===== src/rtl/ex_alu_issue.sv =====
// Issue stage for the single ALU reservation slot: captures a decoded instruction,
// resolves operands against the register status table and wakes them from the writeback bus.
module ex_alu_issue #(
    parameter int TAG_W = 3,
    parameter logic [TAG_W-1:0] UNLOCKED = TAG_W'(0),
    parameter logic [TAG_W-1:0] ALU_TAG = TAG_W'(1),
    parameter int OP_W = 6
) (
    input  logic             clk,
    input  logic             rst,
    input  logic             dec_valid_in,
    output logic             dec_ready_out,
    input  logic [OP_W-1:0]  dec_op_in,
    input  logic [31:0]      dec_pc_in,
    input  logic [4:0]       dec_rs1_in,
    input  logic [4:0]       dec_rs2_in,
    input  logic [4:0]       dec_rd_in,
    input  logic             dec_rs1_en_in,
    input  logic             dec_rs2_en_in,
    input  logic             dec_imm_en_in,
    input  logic [31:0]      dec_imm_in,
    input  logic             dec_is_jmp_in,
    output logic [4:0]       rf_addr_x_out,
    output logic [4:0]       rf_addr_y_out,
    input  logic [31:0]      rf_data_x_in,
    input  logic [31:0]      rf_data_y_in,
    input  logic             wb_en_in,
    input  logic [TAG_W-1:0] wb_tag_in,
    input  logic [31:0]      wb_data_in,
    input  logic             alu_fire_in,
    input  logic             jmp_in,
    output logic             alu_busy_out,
    output logic [OP_W-1:0]  alu_op_out,
    output logic [31:0]      alu_pc_out,
    output logic [TAG_W-1:0] alu_tagx_out,
    output logic [TAG_W-1:0] alu_tagy_out,
    output logic [TAG_W-1:0] alu_tagw_out,
    output logic [31:0]      alu_datax_out,
    output logic [31:0]      alu_datay_out,
    output logic [4:0]       alu_target_out
);

    typedef enum logic [1:0] {S_EMPTY, S_WAIT, S_READY} slot_state_t;

    slot_state_t      r_state, w_state_nxt;
    logic [TAG_W-1:0] r_status [32];
    logic             r_jmp_pend;

    logic [OP_W-1:0]  r_op;
    logic [31:0]      r_pc;
    logic [TAG_W-1:0] r_tagx, r_tagy, r_tagw;
    logic [31:0]      r_datax, r_datay;
    logic [4:0]       r_target;

    logic             w_issue;
    logic [TAG_W+31:0] w_look_x, w_look_y;
    logic [TAG_W-1:0] w_iss_tagx, w_iss_tagy, w_iss_tagw;
    logic [31:0]      w_iss_datax, w_iss_datay;
    logic [TAG_W-1:0] w_st_rd;
    logic             w_wake_x, w_wake_y, w_wake_w;
    logic [TAG_W-1:0] w_tagx_nxt, w_tagy_nxt, w_tagw_nxt;

    // Register 0 and unlocked registers read the regfile; a same-cycle broadcast bypasses.
    function automatic logic [TAG_W+31:0] f_lookup(
        input logic             a_zero,
        input logic [TAG_W-1:0] a_st,
        input logic [31:0]      a_rf,
        input logic             a_wben,
        input logic [TAG_W-1:0] a_wbtag,
        input logic [31:0]      a_wbdata
    );
        if (a_zero || a_st == UNLOCKED)
            return {UNLOCKED, a_rf};
        else if (a_wben && a_st == a_wbtag)
            return {UNLOCKED, a_wbdata};
        else
            return {a_st, 32'd0};
    endfunction

    assign dec_ready_out = !rst && (r_state == S_EMPTY) && !r_jmp_pend;
    assign w_issue       = dec_valid_in && dec_ready_out;
    assign rf_addr_x_out = dec_rs1_in;
    assign rf_addr_y_out = dec_rs2_in;

    assign w_look_x = f_lookup(dec_rs1_in == 5'd0, r_status[dec_rs1_in], rf_data_x_in,
                               wb_en_in, wb_tag_in, wb_data_in);
    assign w_look_y = f_lookup(dec_rs2_in == 5'd0, r_status[dec_rs2_in], rf_data_y_in,
                               wb_en_in, wb_tag_in, wb_data_in);
    assign w_st_rd  = r_status[dec_rd_in];

    always_comb begin
        w_iss_tagx  = UNLOCKED;
        w_iss_tagy  = UNLOCKED;
        w_iss_tagw  = UNLOCKED;
        w_iss_datax = dec_imm_in;
        w_iss_datay = 32'd0;
        if (dec_rs1_en_in) begin
            w_iss_tagx  = w_look_x[TAG_W+31:32];
            w_iss_datax = w_look_x[31:0];
        end
        if (dec_rs2_en_in) begin
            w_iss_tagy  = w_look_y[TAG_W+31:32];
            w_iss_datay = w_look_y[31:0];
        end else if (dec_rs1_en_in && dec_imm_en_in) begin
            w_iss_datay = dec_imm_in;
        end
        if (dec_rd_in != 5'd0 && w_st_rd != UNLOCKED &&
            !(wb_en_in && w_st_rd == wb_tag_in))
            w_iss_tagw = w_st_rd;
    end

    assign w_wake_x   = wb_en_in && r_tagx == wb_tag_in && r_tagx != UNLOCKED;
    assign w_wake_y   = wb_en_in && r_tagy == wb_tag_in && r_tagy != UNLOCKED;
    assign w_wake_w   = wb_en_in && r_tagw == wb_tag_in && r_tagw != UNLOCKED;
    assign w_tagx_nxt = w_wake_x ? UNLOCKED : r_tagx;
    assign w_tagy_nxt = w_wake_y ? UNLOCKED : r_tagy;
    assign w_tagw_nxt = w_wake_w ? UNLOCKED : r_tagw;

    always_ff @(posedge clk) begin
        if (rst) r_state <= S_EMPTY;
        else     r_state <= w_state_nxt;
    end

    always_comb begin
        w_state_nxt = r_state;
        case (r_state)
            S_EMPTY: begin
                if (w_issue) begin
                    if (w_iss_tagx != UNLOCKED || w_iss_tagy != UNLOCKED || w_iss_tagw != UNLOCKED)
                        w_state_nxt = S_WAIT;
                    else
                        w_state_nxt = S_READY;
                end
            end
            S_WAIT: begin
                if (alu_fire_in)
                    w_state_nxt = S_EMPTY;
                else if (w_tagx_nxt == UNLOCKED && w_tagy_nxt == UNLOCKED && w_tagw_nxt == UNLOCKED)
                    w_state_nxt = S_READY;
            end
            S_READY: begin
                if (alu_fire_in) w_state_nxt = S_EMPTY;
            end
            default: w_state_nxt = S_EMPTY;
        endcase
    end

    always_ff @(posedge clk) begin
        if (rst) begin
            r_op     <= '0;
            r_pc     <= '0;
            r_tagx   <= UNLOCKED;
            r_tagy   <= UNLOCKED;
            r_tagw   <= UNLOCKED;
            r_datax  <= '0;
            r_datay  <= '0;
            r_target <= '0;
        end else if (w_issue) begin
            r_op     <= dec_op_in;
            r_pc     <= dec_pc_in;
            r_tagx   <= w_iss_tagx;
            r_tagy   <= w_iss_tagy;
            r_tagw   <= w_iss_tagw;
            r_datax  <= w_iss_datax;
            r_datay  <= w_iss_datay;
            r_target <= dec_rd_in;
        end else begin
            r_tagx <= w_tagx_nxt;
            r_tagy <= w_tagy_nxt;
            r_tagw <= w_tagw_nxt;
            if (w_wake_x) r_datax <= wb_data_in;
            if (w_wake_y) r_datay <= wb_data_in;
        end
    end

    // The issue write to status[rd] is placed last so it wins over a same-cycle broadcast clear.
    always_ff @(posedge clk) begin
        if (rst) begin
            for (int r = 0; r < 32; r++) r_status[r] <= UNLOCKED;
        end else begin
            for (int r = 0; r < 32; r++)
                if (wb_en_in && r_status[r] == wb_tag_in) r_status[r] <= UNLOCKED;
            if (w_issue && dec_rd_in != 5'd0) r_status[dec_rd_in] <= ALU_TAG;
        end
    end

    always_ff @(posedge clk) begin
        if (rst)                          r_jmp_pend <= 1'b0;
        else if (w_issue && dec_is_jmp_in) r_jmp_pend <= 1'b1;
        else if (jmp_in)                  r_jmp_pend <= 1'b0;
    end

    assign alu_busy_out   = (r_state != S_EMPTY);
    assign alu_op_out     = r_op;
    assign alu_pc_out     = r_pc;
    assign alu_tagx_out   = r_tagx;
    assign alu_tagy_out   = r_tagy;
    assign alu_tagw_out   = r_tagw;
    assign alu_datax_out  = r_datax;
    assign alu_datay_out  = r_datay;
    assign alu_target_out = r_target;

endmodule


===== config.mk =====
export PLATFORM = sky130hd
export DESIGN_NAME = ex_alu_issue
export DESIGN_NICKNAME = d
export VERILOG_FILES = /design/src/rtl/ex_alu_issue.sv
export SDC_FILE = /design/constraint.sdc
export NUM_CORES = 1
export LEC_CHECK = 0
export CORE_MARGIN = 4
export CORE_UTILIZATION = 35
export CTS_CLUSTER_DIAMETER = 120
export DETAILED_ROUTE_END_ITERATION = 10
export GPL_TIMING_DRIVEN = 0
export PLACE_DENSITY = 0.77
export RECOVER_POWER = 100
export REMOVE_ABC_BUFFERS = 1
export SLEW_MARGIN = 10
export SYNTH_ARGS = -nofsm -noshare
export SYNTH_HDL_FRONTEND = slang
export SYNTH_SLANG_ARGS = --single-unit

===== constraint.sdc =====
create_clock -name clk -period 2.1 [get_ports clk]
set_input_delay 0.42 -clock clk [delete_from_list [all_inputs] [get_ports clk]]
set_output_delay 0.42 -clock clk [all_outputs]
set_load 0.01 [all_outputs]

# Word level (Yosys, flattened, before mapping)
# Memory sizes are Yosys's and may differ from the RTL's.
# Cells that the tools add are included.
dict set report word_totals {
  register_bits 119
  latchBits 0
  mem_bits_rw 32
  mem_bits_ro 0
  inputBits 194
  output_inout_bits 128
  wordCells 326
  mem_count 1
}
dict set report op_classes {
  add_sub_neg 0
  mul 0
  div 0
  order_cmp 0
  eq_ne 43
  shifts 0
  mux 161
  n_bitwise 32
  reduce_logical 79
}
# memory words width read_ports rd_clocked_by_memory_dff wr line_no
set memory_table {}
lappend memory_table {r_status 32 1 35 0 33 46} ;# logic [TAG_W-1:0] r_status [32];
# cell n
set op_table {}
lappend op_table {{2-to-1 mux 32 bit} 7}
lappend op_table {{2-to-1 mux 35 bit} 4}
lappend op_table {{2-to-1 mux 1 bit} 135}
lappend op_table {{equality test 3 bit} 38}
lappend op_table {{logical AND 1 bit} 51}
lappend op_table {{OR 1 bit} 32}
lappend op_table {{2-to-1 mux 3 bit} 9}
lappend op_table {{nonzero test 3 bit} 7}
lappend op_table {{logical NOT 3 bit} 5}
lappend op_table {{logical NOT 5 bit} 2}
lappend op_table {{2-to-1 mux 2 bit} 5}
lappend op_table {{nonzero test 2 bit} 4}
lappend op_table {{one-hot mux 2 bit (3 select lines)} 1}
lappend op_table {{nonzero test 5 bit} 1}
lappend op_table {{logical OR 1 bit} 4}
lappend op_table {{inequality test 2 bit, second input constant} 2}
lappend op_table {{logical NOT 1 bit} 3}
lappend op_table {{inequality test 3 bit, second input constant} 1}
lappend op_table {{AND reduction 3 bit} 1}
lappend op_table {{equality test 2 x 1 -> 1 bit, second input constant} 1}
lappend op_table {{equality test 2 bit, second input constant} 1}
lappend op_table {{logical NOT 2 bit} 1}

# Depth between registers and ports, before layout
# An unclocked memory read counts as a cell.
dict set report logic_depth {
  depth_word 12
  depth_mapped 9
  mapped_depth_nobuf 6
}

# Worst setup path before layout
# Ideal clock, no wire load.
dict set report synth_timing {
  path_type {in2reg}
  startpoint {input rst}
  endpoint {register r_datay[0], in the netlist alu_datay_out[0]}
  setup_time_ns 0.091
  t_arrival_ns 2.181
  t_required_ns 2.009
  slack_ns -0.172
  path_stages 7
  path_buffers 2
  path_cell_list {clkbuf_1 nor4_1 nand2_1 o21ai_1 clkbuf_1 nor2_1 a311oi_1}
}
dict set report synth_via {
  elab_chain_len 5
  word_cells_on_any_way 6
  cone_classes {mux: 1; reduce/logical: 5}
}
# item line_no
set synth_lines {}
lappend synth_lines {{start, declared} 10} ;# input logic rst,
lappend synth_lines {{logical NOT 1 bit (*)} 80} ;# assign dec_ready_out = !rst && (r_state == S_EMPTY) && !r_jmp_pend;
lappend synth_lines {{logical AND 1 bit (*) (2 in series)} 80}
lappend synth_lines {{via dec_ready_out} 12} ;# output logic dec_ready_out,
lappend synth_lines {{logical AND 1 bit (*)} 81} ;# assign w_issue = dec_valid_in && dec_ready_out;
lappend synth_lines {{2-to-1 mux 32 bit / nonzero test 2 bit (equally long branches)} -}
lappend synth_lines {{end signal, assigned} 165} ;# r_datay <= w_iss_datay;
lappend synth_lines {{end signal, assigned} 172} ;# if (w_wake_y) r_datay <= wb_data_in;
lappend synth_lines {{end, declared} 52} ;# logic [31:0] r_datax, r_datay;
# Mark *: on every way through the listed nets, which the timed path passes. The rest lies on a longest branch.
# A chain may end at the register's enable or synchronous reset.

==> flow_summary.html <==
<table>
<tr><th>Metric</th><th>Value</th></tr>
<tr><th colspan="2">Yosys</th></tr>
<tr><td>Register bit count reported by yosys</td><td>151</td></tr>
<tr><td>Sequential cell area fraction in the yosys report</td><td>0.3626</td></tr>
<tr><td>Main area contributors after synthesis</td><td>sky130_fd_sc_hd__dfxtp_1 36%, sky130_fd_sc_hd__nand2_1 8.6%, sky130_fd_sc_hd__a21oi_1 7.0%</td></tr>
<tr><td>Post-synth top area share</td><td>0.3626</td></tr>
<tr><td>Synth Instances</td><td>1033</td></tr>
<tr><td>Cell type with the largest total area after synthesis</td><td>sky130_fd_sc_hd__dfxtp_1</td></tr>
<tr><td>Area of the mapped netlist</td><td>8337 um2</td></tr>
<tr><td>Top post-synthesis cells by count</td><td>192 x sky130_fd_sc_hd__nand2_1, 151 x sky130_fd_sc_hd__dfxtp_1, 117 x sky130_fd_sc_hd__a21oi_1</td></tr>
<tr><td>Commonest register cell after synthesis</td><td>sky130_fd_sc_hd__dfxtp_1</td></tr>
<tr><td>Library cell with the highest instance count after synthesis</td><td>sky130_fd_sc_hd__nand2_1</td></tr>
<tr><td>Synthesis Warnings</td><td>0</td></tr>
<tr><td>Share of synthesized flip-flops with an asynchronous set or reset</td><td>0</td></tr>
<tr><td>Synth unique cells</td><td>58</td></tr>
<tr><td>Post-synth EDFFs</td><td>0</td></tr>
<tr><td>Mean instance size in the synthesized netlist</td><td>8.070 um2</td></tr>
<tr><th colspan="2">Clock network</th></tr>
<tr><td>Total clock sinks</td><td>151</td></tr>
<tr><td>Level count of the clock H-tree</td><td>4</td></tr>
<tr><td>CTS max path bufs</td><td>2</td></tr>
<tr><td>Clock latency of the later-clocked register in the worst-skew pair</td><td>0.42 ns</td></tr>
<tr><td>CTS root buffer</td><td>sky130_fd_sc_hd__clkbuf_16</td></tr>
<tr><td>Clock transition time at the flip-flop clock pins of the worst setup and hold paths</td><td>0.07 ns</td></tr>
<tr><td>Total CTS buffers</td><td>17</td></tr>
<tr><td>CTS tree</td><td>yes</td></tr>
<tr><td>CTS Hold Bufs</td><td>0</td></tr>
<tr><th colspan="2">Floorplan</th></tr>
<tr><td>Horizontal extent of the die</td><td>162.3 um</td></tr>
<tr><td>Vertical extent of the die</td><td>162.3 um</td></tr>
<tr><td>Initial Util</td><td>0.3552</td></tr>
<tr><td>Total number of placement rows</td><td>56</td></tr>
<tr><td>Number of top-level pins</td><td>322</td></tr>
<tr><td>Area of the die</td><td>26350 um2</td></tr>
<tr><td>Core ar.</td><td>23470 um2</td></tr>
<tr><th colspan="2">Power and ir drop</th></tr>
<tr><td>Switching Fraction</td><td>0.2934</td></tr>
<tr><td>Logic pwr share</td><td>0.241</td></tr>
<tr><td>Reported leakage power</td><td>5.169 nW</td></tr>
<tr><td>NetSw</td><td>2.450 mW</td></tr>
<tr><td>Reg power frac</td><td>0.373</td></tr>
<tr><td>Highest ir drop seen on vdd</td><td>0.0004424 V</td></tr>
<tr><td>Internal Pwr Total</td><td>5.900 mW</td></tr>
<tr><td>Power share of the clock group</td><td>0.386</td></tr>
<tr><td>Power Dens Cells</td><td>613.4 nW/um2</td></tr>
<tr><th colspan="2">Worst setup path</th></tr>
<tr><td>Signal arrival time at the worst endpoint</td><td>2.44 ns</td></tr>
<tr><td>Reg2reg start</td><td>r_status[12]</td></tr>
<tr><td>Endpoint kind of the worst setup timing path</td><td>flip-flop</td></tr>
<tr><td>Cell-by-cell trace of the critical path</td><td>mux4_2 -&gt; mux2i_4 -&gt; a221oi_4 -&gt; buf_12 -&gt; o31a_4 -&gt; clkbuf_16 -&gt; nand3_2 -&gt; a32oi_1</td></tr>
<tr><td>Kind of cell adding the most delay to the critical path</td><td>multiplexers</td></tr>
<tr><td>Crit path largest cell delay</td><td>0.50 ns</td></tr>
<tr><td>Reg2reg path depth</td><td>8</td></tr>
<tr><td>Critical path peak fanout</td><td>7</td></tr>
<tr><td>Startpoint Class</td><td>flip-flop</td></tr>
<tr><td>End of the worst register-to-register path</td><td>alu_datax_out[26]</td></tr>
<tr><td>Kind of critical path</td><td>reg -&gt; reg</td></tr>
<tr><td>Crit path buffers/inverters</td><td>2</td></tr>
<tr><td>Required time at the worst-slack endpoint</td><td>2.36 ns</td></tr>
<tr><td>Slowest CP cell</td><td>sky130_fd_sc_hd__mux4_2</td></tr>
<tr><td>Flop-to-flop setup slack</td><td>-0.08 ns</td></tr>
<tr><th colspan="2">Timing</th></tr>
<tr><td>Min setup slack post-route</td><td>-0.08039 ns</td></tr>
<tr><td>Pins over their slew limit</td><td>0</td></tr>
<tr><td>Worst-margin pin slew</td><td>0.6276 ns</td></tr>
<tr><td>Hold Vio Cnt, Final</td><td>0</td></tr>
<tr><td>Worst hold margin</td><td>0.3224 ns</td></tr>
<tr><td>Part of the cycle the worst path needs</td><td>1.038</td></tr>
<tr><td>Worst slew slack as a fraction of its limit</td><td>0.5793</td></tr>
<tr><td>Shortest clock period the worst path allows after layout</td><td>2.180 ns</td></tr>
<tr><td>Total of endpoints with negative setup slack in the final report</td><td>62</td></tr>
<tr><td>Final setup skew</td><td>0.009824 ns</td></tr>
<tr><td>Unrepaired setup endpoints after global routing</td><td>true</td></tr>
<tr><td>Maximum clock frequency</td><td>458.6 MHz</td></tr>
<tr><th colspan="2">Place</th></tr>
<tr><td>Placed wire-length estimate after detailed placement</td><td>22.71 mm</td></tr>
<tr><td>Placement-stage cell area</td><td>11810 um2</td></tr>
<tr><td>Post-placement cell count</td><td>1575</td></tr>
<tr><td>Post-placement worst setup slack</td><td>-2.000 ns</td></tr>
<tr><td>Number of port buffers</td><td>321</td></tr>
<tr><td>RD Place Congestion</td><td>0.9219</td></tr>
<tr><th colspan="2">Finish</th></tr>
<tr><td>Number of cells in the finished layout apart from fillers</td><td>1664</td></tr>
<tr><td>Final design utilization</td><td>0.5800</td></tr>
<tr><td>Count of filler cells inserted in the layout</td><td>2035</td></tr>
<tr><td>Post-route design area</td><td>13610 um2</td></tr>
<tr><td>Antenna diode count</td><td>0</td></tr>
<tr><td>Count of nets after finishing</td><td>1527</td></tr>
<tr><td>Relative area change from synthesis to final layout</td><td>63.29%</td></tr>
<tr><td>Share of cells above drive strength 1</td><td>0.1725</td></tr>
<tr><th colspan="2">Detailed routing</th></tr>
<tr><td>Overall routed net length</td><td>40.35 mm</td></tr>
<tr><td>Vias per std cell</td><td>6.022</td></tr>
<tr><td>DR WL/cell</td><td>24.25 um</td></tr>
<tr><td>Number of remaining DRC errors</td><td>0</td></tr>
<tr><td>Detailed-routing iteration count for the pre-antenna-repair pass</td><td>5</td></tr>
<tr><td>Count of vias placed by the detailed router</td><td>10020</td></tr>
<tr><td>Number of DRC markers in iteration 0</td><td>1053</td></tr>
<tr><td>Remaining antenna violation count after routing</td><td>0</td></tr>
<tr><th colspan="2">Global routing</th></tr>
<tr><td>Global routing usage summed across all routing layers</td><td>0.2762</td></tr>
<tr><td>Vias in the first global route</td><td>9585</td></tr>
<tr><td>Global-route wire length before repair</td><td>56.82 mm</td></tr>
<tr><td>Maximum number of pins on one net before global-route repair</td><td>97</td></tr>
<tr><td>Aggregate global routing overflow</td><td>0</td></tr>
<tr><td>Initial antenna violation count</td><td>3</td></tr>
<tr><th colspan="2">Job</th></tr>
<tr><td>Number of max-cap violations</td><td>0</td></tr>
<tr><th colspan="2">Outcome</th></tr>
<tr><td>Violated checks</td><td>negative setup slack</td></tr>
<tr><td>Status</td><td>complete, but fails checks</td></tr>
<tr><th colspan="2">Hold path</th></tr>
<tr><td>Worst Hold Class</td><td>in -&gt; reg</td></tr>
<tr><td>WHS Endpoint</td><td>alu_pc_out[15]</td></tr>
<tr><td>Hold Path Depth</td><td>2</td></tr>
<tr><td>Origin of the worst min-delay path</td><td>rst</td></tr>
</table>
layout by cell type (no fill, tap or decap), drive strengths merged, types with 3 or more instances in the layout:
| master | count |
|---|---|
| nor2b | 13 |
| a21bo | 4 |
| nor3 | 5 |
| a221oi | 3 |
| a41oi | 35 |
| mux4 | 17 |
| dlygate4sd3 | 122 |
| bufinv | 3 |
| o21ai | 31 |
| nand4 | 4 |
| inv | 7 |
| mux2 | 8 |
| and2 | 8 |
| nor3b | 3 |
| clkinv | 4 |
| nor2 | 40 |
| or2 | 3 |
| buf | 53 |
| a21o | 32 |
| a21oi | 118 |
| a311oi | 31 |
| clkbuf | 35 |
| and3 | 39 |
| nand3 | 45 |
| dlygate4sd2 | 6 |
| dfxtp | 151 |
| nand2b | 44 |
| mux2i | 5 |
| nand2 | 193 |
| xnor2 | 8 |
| a32oi | 63 |
| clkdlybuf4s50 | 182 |
power groups by stage:
stage	sequential, mW	combinational (mW)	clock (mW)
6_report	3.12	2.01	3.22
2_1_floorplan	3.25	0.562	0
3_5_place_dp	3.19	1.77	0
3_3_place_gp	3.18	1.71	0
4_1_cts	3.12	1.96	3.29
5_1_grt	3.14	2.12	3.43
logic make-up (layout without fill, tap and decap cells):
kind of cell           after synthesis  count (layout)  share of synthesized area
multiplexers                        30              30                    0.06319
AO/OA/AOI/OAI                      331             335                     0.2772
XOR/XNOR                             8               8                   0.008405
buffers and inverters              113             414                    0.06303
flip-flops                         151             151                     0.3626
AND/OR/NAND/NOR                    400             407                     0.2256
area by class of cell:
cell class              count  area, um2  share of cell area
flip-flops and latches    151       3042              0.2234
multi-input cells         780       5478              0.4024
repair buffers            380       4084              0.3000
clock buffers              18      429.2             0.03153
inverters                   3      11.26           0.0008272
clock inverters            13      170.2             0.01250
well taps                 319      399.1             0.02932
timing repair:
action / in CTS / in global routing
resized for setup: 75 / 86
setup endpoints to repair: 155 / 89
buffers inserted: 33 / 7
pin swaps: 37 / 58
cloned: 11 / 8
state kept, by name, summed over array words and instances (netlist names):
name / flops
alu_datax_out: 32
alu_tagx_out: 3
alu_tagy_out: 3
alu_datay_out: 32
r_jmp_pend: 1
alu_op_out: 6
alu_pc_out: 32
alu_target_out: 5
r_state: 2
r_status: 32
alu_tagw_out: 3
worst register-to-register path, cell delays in order (launching register included):
cell and delay, ns:
sky130_fd_sc_hd__dfxtp_2 0.34, sky130_fd_sc_hd__mux4_2 0.50, sky130_fd_sc_hd__mux2i_4 0.19, sky130_fd_sc_hd__a221oi_4 0.09
sky130_fd_sc_hd__buf_12 0.16, sky130_fd_sc_hd__o31a_4 0.39, sky130_fd_sc_hd__clkbuf_16 0.20, sky130_fd_sc_hd__nand3_2 0.09
sky130_fd_sc_hd__a32oi_1 0.07
worst max-delay path by stage:
stage	from	end	cells past startpoint
5_1_grt	r_status[8]	alu_datay_out[5]	8
2_1_floorplan	rst	alu_datay_out[10]	5
3_3_place_gp	rst	alu_datay_out[10]	6
6_report	r_status[12]	alu_datax_out[26]	8
4_1_cts	r_status[10]	alu_datay_out[23]	8
3_5_place_dp	dec_rs1_in[2]	r_state[1]	7
stage by stage:
| stage | setup TNS (ns) | power [mW] |
|---|---|---|
| global route | -7.174 | 8.687 |
| global placement | -1200.36 | 4.890 |
| finish | -2.041 | 8.350 |
| floorplan | -240.08 | 3.809 |
| detailed placement | -181.92 | 4.952 |
| CTS | -0.5225 | 8.367 |
routing by layer:
layer | part of all wire | track usage | up-vias
li1 | - | - | 4465
met1 | 0.39 | 0.3476 | 4822
met2 | 0.48 | 0.4530 | 641
met3 | 0.11 | 0.07998 | 86
met4 | 0.025 | 0.09804 | 6
met5 | 0.0011 | 0 | -
(Power assumes the default switching activity.)
==> edit 1, RTL diff (config.mk and constraints unchanged) <==
Encoding of `slot_state_t`: now one-hot (3 bits for 3 states).
--- a/src/rtl/ex_alu_issue.sv
+++ b/src/rtl/ex_alu_issue.sv
@@ -40,7 +40,7 @@
     output logic [4:0]       alu_target_out
 );
 
-    typedef enum logic [1:0] {S_EMPTY, S_WAIT, S_READY} slot_state_t;
+    typedef enum logic [2:0] {S_EMPTY = 3'b001, S_WAIT = 3'b010, S_READY = 3'b100} slot_state_t;
 
     slot_state_t      r_state, w_state_nxt;
     logic [TAG_W-1:0] r_status [32];
Behaviour: no difference found for any inputs over 4 cycles, from zero or initial values and one cycle with rst high; so few cycles prove little.
==> edit 1 against the unedited design <==
The flow still finishes with violations (negative setup slack); sequential share of layout area decreased by 0.76 points; first-iteration DRC count increased by 2.8%; combinational power increased by 47%; routed wire length increased by 4.6%; power increased by 15%; sequential cell count increased by 1; maximum frequency decreased by 14%; cell area increased by 4.6%; area after synthesis increased by 3.8%; global-route usage increased by 1.3 points; non-clock buffer count increased by 39; setup slack got worse by 340 ps; largest cell class unchanged.
==> edit 1: results (changes against the unedited design) <==
metric	value	unit	change
outcome	finished, violations left		
failing checks	negative setup slack		
GPL Wtd Cong	0.931		+1.0%
Clk. pwr	3270	uW	+2%
Primary FF master, synth	dfxtp_1		
multiplexer share of the synthesized area	0.0606		-0.00262
vias in the first global route	10300		+7.9%
Tightest Hold Check Type	primary input to flop		
Synth area leaders	dfxtp_1 35%, nand2_1 6.7%, a22o_1 6.5%		
filler instances	2101		+3.2%
Leakage	0.00533	uW	+3.1%
Synth Area in Compound Gates	0.315		+0.0381
top cells by count, synth	155 x nand2_1, 152 x dfxtp_1, 79 x a21oi_1, 68 x clkbuf_1, 68 x o21ai_0		
worst slack, placed	-2300	ps	-298 ps
Setup crit start	r_status[1]		
Worst EP arrival	2840	ps	+400 ps
yosys warns	0		unchanged
post-synthesis sequential area ratio	0.352		-0.0111
# nets final	1551		+1.6%
Mapped Cells	1023		-0.97%
Final WS setup	-421	ps	-341 ps
placed insts	1571		-0.25%
Post-DRT Antenna Nets	0		unchanged
via/cell ratio	6.31		+4.7%
GR Util All Layers	0.289		+0.0130
Worst-Skew Late Latency	430	ps	
worst setup path endpoint	alu_datay_out[15]		
largest net degree at the start of global routing	77		-21%
Detailed Route WL	42200	um	+4.6%
clk_skew	9.83	ps	+0.00136 ps
Peak VDD IR	0.453	mV	+2.3%
Clock Tree Buf Depth	2		unchanged
cells on worst reg2reg path	10		+2
TritonCTS Buffers	17		unchanged
CTS clk-pin slew, worst paths	70	ps	about the same
root buf cell	clkbuf_16		
post-synthesis async set-or-reset flop share	0		unchanged
proportion of layout cells with a drive suffix above 1	0.191		+0.0188
switching share of power	0.311		+0.0179
Adder-Cell Fraction of Synth Area	0		unchanged
DRT iter0 DRCs	1083		+2.8%
Crit Path Max Fanout	8		+1
buffers added on ports	321		unchanged
Unique masters post-synth	61		+5.2%
Post-Place Cell Area	12000	sq um	+2.0%
# setup viols final	90		+45%
first-pass GRT wire length	60900	um	+7.2%
hpwl dp	24400	um	+7.3%
initial antenna violation count	4		+1
P_seq	3350	uW	+7.4%
Synth Area in XOR/XNOR	0.00911		+0.000702
Slew @ Worst Pin	982	ps	+354 ps
switching pwr	2980	uW	+22%
via count	10700		+6.8%
DR pass1 iterations	6		+1
H-tree depth	4		unchanged
-- edit 1: cell types whose count changed in the layout (fill, tap and decap cells not counted), moves of 31 or more --
cell / before / now
dlygate4sd3_1: 122 / 5
clkdlybuf4s50_1: 182 / 296
a22o_1: 1 / 64
a21oi_1: 116 / 58
a32oi_1: 53 / 1
nand2b_1: 43 / 3
nand2_1: 191 / 155
o21ai_1: 0 / 36
a221o_1: 0 / 33
a21o_1: 32 / 0
a311o_1: 0 / 32
a31oi_1: 0 / 32
nand3_2: 32 / 1
-- edit 1: worst min path at each step --
| stage | endpoint | slack [ps] | depth (start not counted) | start |
|---|---|---|---|---|
| 2_1_floorplan | r_status[0] | 450 | 1 | r_status[0] |
| 3_3_place_gp | alu_pc_out[4] | 440 | 2 | alu_pc_out[4] |
| 3_5_place_dp | alu_target_out[1] | 450 | 2 | alu_target_out[1] |
| 4_1_cts | r_jmp_pend | 390 | 2 | rst |
| 5_1_grt | alu_tagy_out[0] | 420 | 2 | rst |
| 6_report | r_jmp_pend | 420 | 2 | rst |
-- edit 1: area by class of cell --
| type | instances | area [sq um] | area share |
|---|---|---|---|
| well taps | 324 | 405 | 0.0285 |
| repair inverters | 1 | 8.76 | 0.000615 |
| inverters | 8 | 43.8 | 0.00308 |
| repair buffers | 419 | 4560 | 0.320 |
| multi-input cells | 758 | 5530 | 0.388 |
| flip-flops and latches | 152 | 3070 | 0.216 |
| clock inverters | 13 | 159 | 0.0112 |
| diodes | 3 | 7.51 | 0.000527 |
| clock buffers | 19 | 453 | 0.0318 |
-- edit 1: kinds of logic (layout without fill, tap and decap cells) --
group / count (synthesis) / in the layout
DFF: 152 / 152
buffers and inverters: 119 / 460
AOI/OAI and AO/OA: 373 / 376
and+or+nand+nor: 329 / 332
xor gates and xnor gates: 9 / 9
muxes: 41 / 41
other: 0 / 3
-- edit 1: metal layers --
layer / vias up / part of all wire / global-route usage
met2: 757 / 0.47 / 0.477
li1: 4671 / - / -
met3: 146 / 0.10 / 0.0650
met4: 0 / 0.043 / 0.136
met1: 5129 / 0.39 / 0.358
met5: - / 0 / 0
-- edit 1: worst max-delay path, cell delays in order (launching register included) --
cell and delay, ps:
dfxtp_4 340, mux2_2 250, a222oi_1 370, buf_4 200, a22oi_2 80, buf_4 170
o211ai_4 220, buf_6 140, o21ai_4 90, buf_12 180, a311o_1 350
-- edit 1: what timing repair did --
item,in CTS,in global routing
setup endpoints to repair,158,132
gates cloned,18,2
setup buffers,56,18
gates resized for setup,127,113
pin swaps,75,33
-- edit 1: stage by stage --
stage | TNS (ps) | util
final | -23270 | 0.586
after global routing | -26640 | 0.586
after CTS | -14600 | 0.570
after detailed placement | -188730 | 0.495
after global placement | -1345160 | 0.483
after floorplan | -302460 | -
==> edit 2, RTL diff (config.mk and constraints unchanged) <==
Made on the original files. Set the parameter `OP_W` to 12 (it was 6).
--- a/src/rtl/ex_alu_issue.sv
+++ b/src/rtl/ex_alu_issue.sv
@@ -4,7 +4,7 @@
     parameter int TAG_W = 3,
     parameter logic [TAG_W-1:0] UNLOCKED = TAG_W'(0),
     parameter logic [TAG_W-1:0] ALU_TAG = TAG_W'(1),
-    parameter int OP_W = 6
+    parameter int OP_W = 12
 ) (
     input  logic             clk,
     input  logic             rst,
Ports: changed (resized alu_op_out and dec_op_in); port bits go from 322 to 334. The function was not compared with the original's and may differ.
==> edit 2 against the unedited design <==
The flow still finishes with violations (negative setup slack); maximum frequency decreased by 5.3%; routed wire length down 3.6%; area after synthesis increased by 2.9%; sequential share of layout area decreased by 0.052 points; non-clock buffer count rose by 23; core utilization increased by 0.36 points; cell area increased by 3.9%; count of clock-buffer cells in the layout increased by 3; synthesized cell count rose by 7.2%; setup slack got worse by 120 ps; power increased by 5.3%; sequential cell count up 6.
==> edit 2: results (changes against the unedited design) <==
metric	value	unit	change
outcome	finished, violations left		
failing checks	negative setup slack		
DRT iter0 DRCs	1034		-1.8%
# setup viols final	73		+18%
CTS clk-pin slew, worst paths	70	ps	about the same
Adder-Cell Fraction of Synth Area	0		unchanged
Setup TNS	-7530	ps	-5490 ps
Hold Startpoint	dec_rd_in[0]		
Final Max Tran Viols	0		unchanged
Peak VDD IR	0.450	mV	+1.7%
CP peak stage delay	470	ps	-30 ps
top cells by count, synth	267 x nand2_1, 157 x dfxtp_1, 118 x a21oi_1, 80 x clkbuf_1, 71 x nor2_1		
hpwl dp	22400	um	-1.4%
# nets final	1618		+6.0%
post-synthesis sequential area ratio	0.366		+0.00363
P_int	6100	uW	+3.4%
FF-to-FF Start	r_status[31]		
Tightest Hold Check Type	primary input to flop		
Clock Tree Buf Depth	2		unchanged
routed len/inst	22.2	um	-8.6%
Crit Path Max Fanout	4		-3
multiplexer share of the synthesized area	0.0681		+0.00490
H-tree depth	4		unchanged
Slew @ Worst Pin	867	ps	+239 ps
Leakage	0.00526	uW	+1.8%
proportion of layout cells with a drive suffix above 1	0.210		+0.0372
startpoint types	flop		
first-pass GRT wire length	56200	um	-1.2%
via/cell ratio	5.82		-3.3%
Synth area leaders	dfxtp_1 37%, nand2_1 12%, a21oi_1 6.9%		
Detailed Route WL	38900	um	-3.6%
worst slack, placed	-2110	ps	-114 ps
DR pass1 iterations	6		+1
Synth Area in XOR/XNOR	0.00919		+0.000780
buffers added on ports	333		+3.7%
Top delay family on crit path	compound AO/OA/AOI/OAI gates		
yosys warns	0		unchanged
Final WS setup	-203	ps	-122 ps
initial antenna violation count	3		unchanged
Syn Area/Cell	7.75	sq um	-3.9%
root buf cell	clkbuf_16		
Synth Area in Compound Gates	0.269		-0.00865
placed insts	1659		+5.3%
GPL Wtd Cong	0.878		-4.8%
Unique masters post-synth	50		-14%
largest net degree at the start of global routing	78		-20%
vias in the first global route	9908		+3.4%
clk_skew	18.9	ps	+9.08 ps
GR Util All Layers	0.267		-0.00948
[edit 2: cell count changes after synthesis, moves of 34 or more]
cell	unedited run	this run
nand3_1	45	7
a41oi_1	34	0
nand2b_1	44	4
nand2_1	192	267
a32oi_1	63	2
o21ai_0	30	64
nor3_1	5	69
[edit 2: layer usage]
| metal | track usage | share of wire | up-vias |
|---|---|---|---|
| met4 | 0.143 | 0.045 | 6 |
| met1 | 0.319 | 0.38 | 4797 |
| met2 | 0.440 | 0.47 | 649 |
| met5 | 0 | 0.00077 | - |
| met3 | 0.0676 | 0.097 | 139 |
| li1 | - | - | 4629 |
[edit 2: worst paths after layout]
kind,end,slack (ps),cells past startpoint
worst max-delay path,alu_datay_out[23],-200,9
worst min-delay path,alu_target_out[0],450,3
worst max register to register,alu_datay_out[23],-200,9
worst min register to register,alu_op_out[9],450,2
[edit 2: per-stage QoR]
step,area (sq um),util,power [uW]
floorplan,8050,-,4070
global route,14100,0.584,9120
detailed placement,12200,0.502,5230
CTS,13700,0.565,8770
finish,14100,0.584,8800
global placement,11800,0.486,5190
[edit 2: power by group through the flow]
stage,clock network (uW),logic [uW],registers [uW]
finish,3190,2400,3210
global route,3350,2550,3230
global placement,0,1910,3270
detailed placement,0,1950,3280
floorplan,0,735,3340
CTS,3260,2300,3210
[edit 2: repair_timing]
action	in CTS	in global routing
endpoints found under the setup margin	161	84
pin swaps	79	42
buffers inserted	38	9
gates resized for setup	114	85
cloned	14	4
[edit 2: area by class of cell]
class,count,area [sq um]
Clock buffer,21,450
Clock inverter,11,133
Fill cell,2113,10100
Inverter,3,11.3
Multi-Input combinational cell,836,5600
Sequential cell,157,3150
Tap cell,324,405
Timing Repair Buffer,403,4400
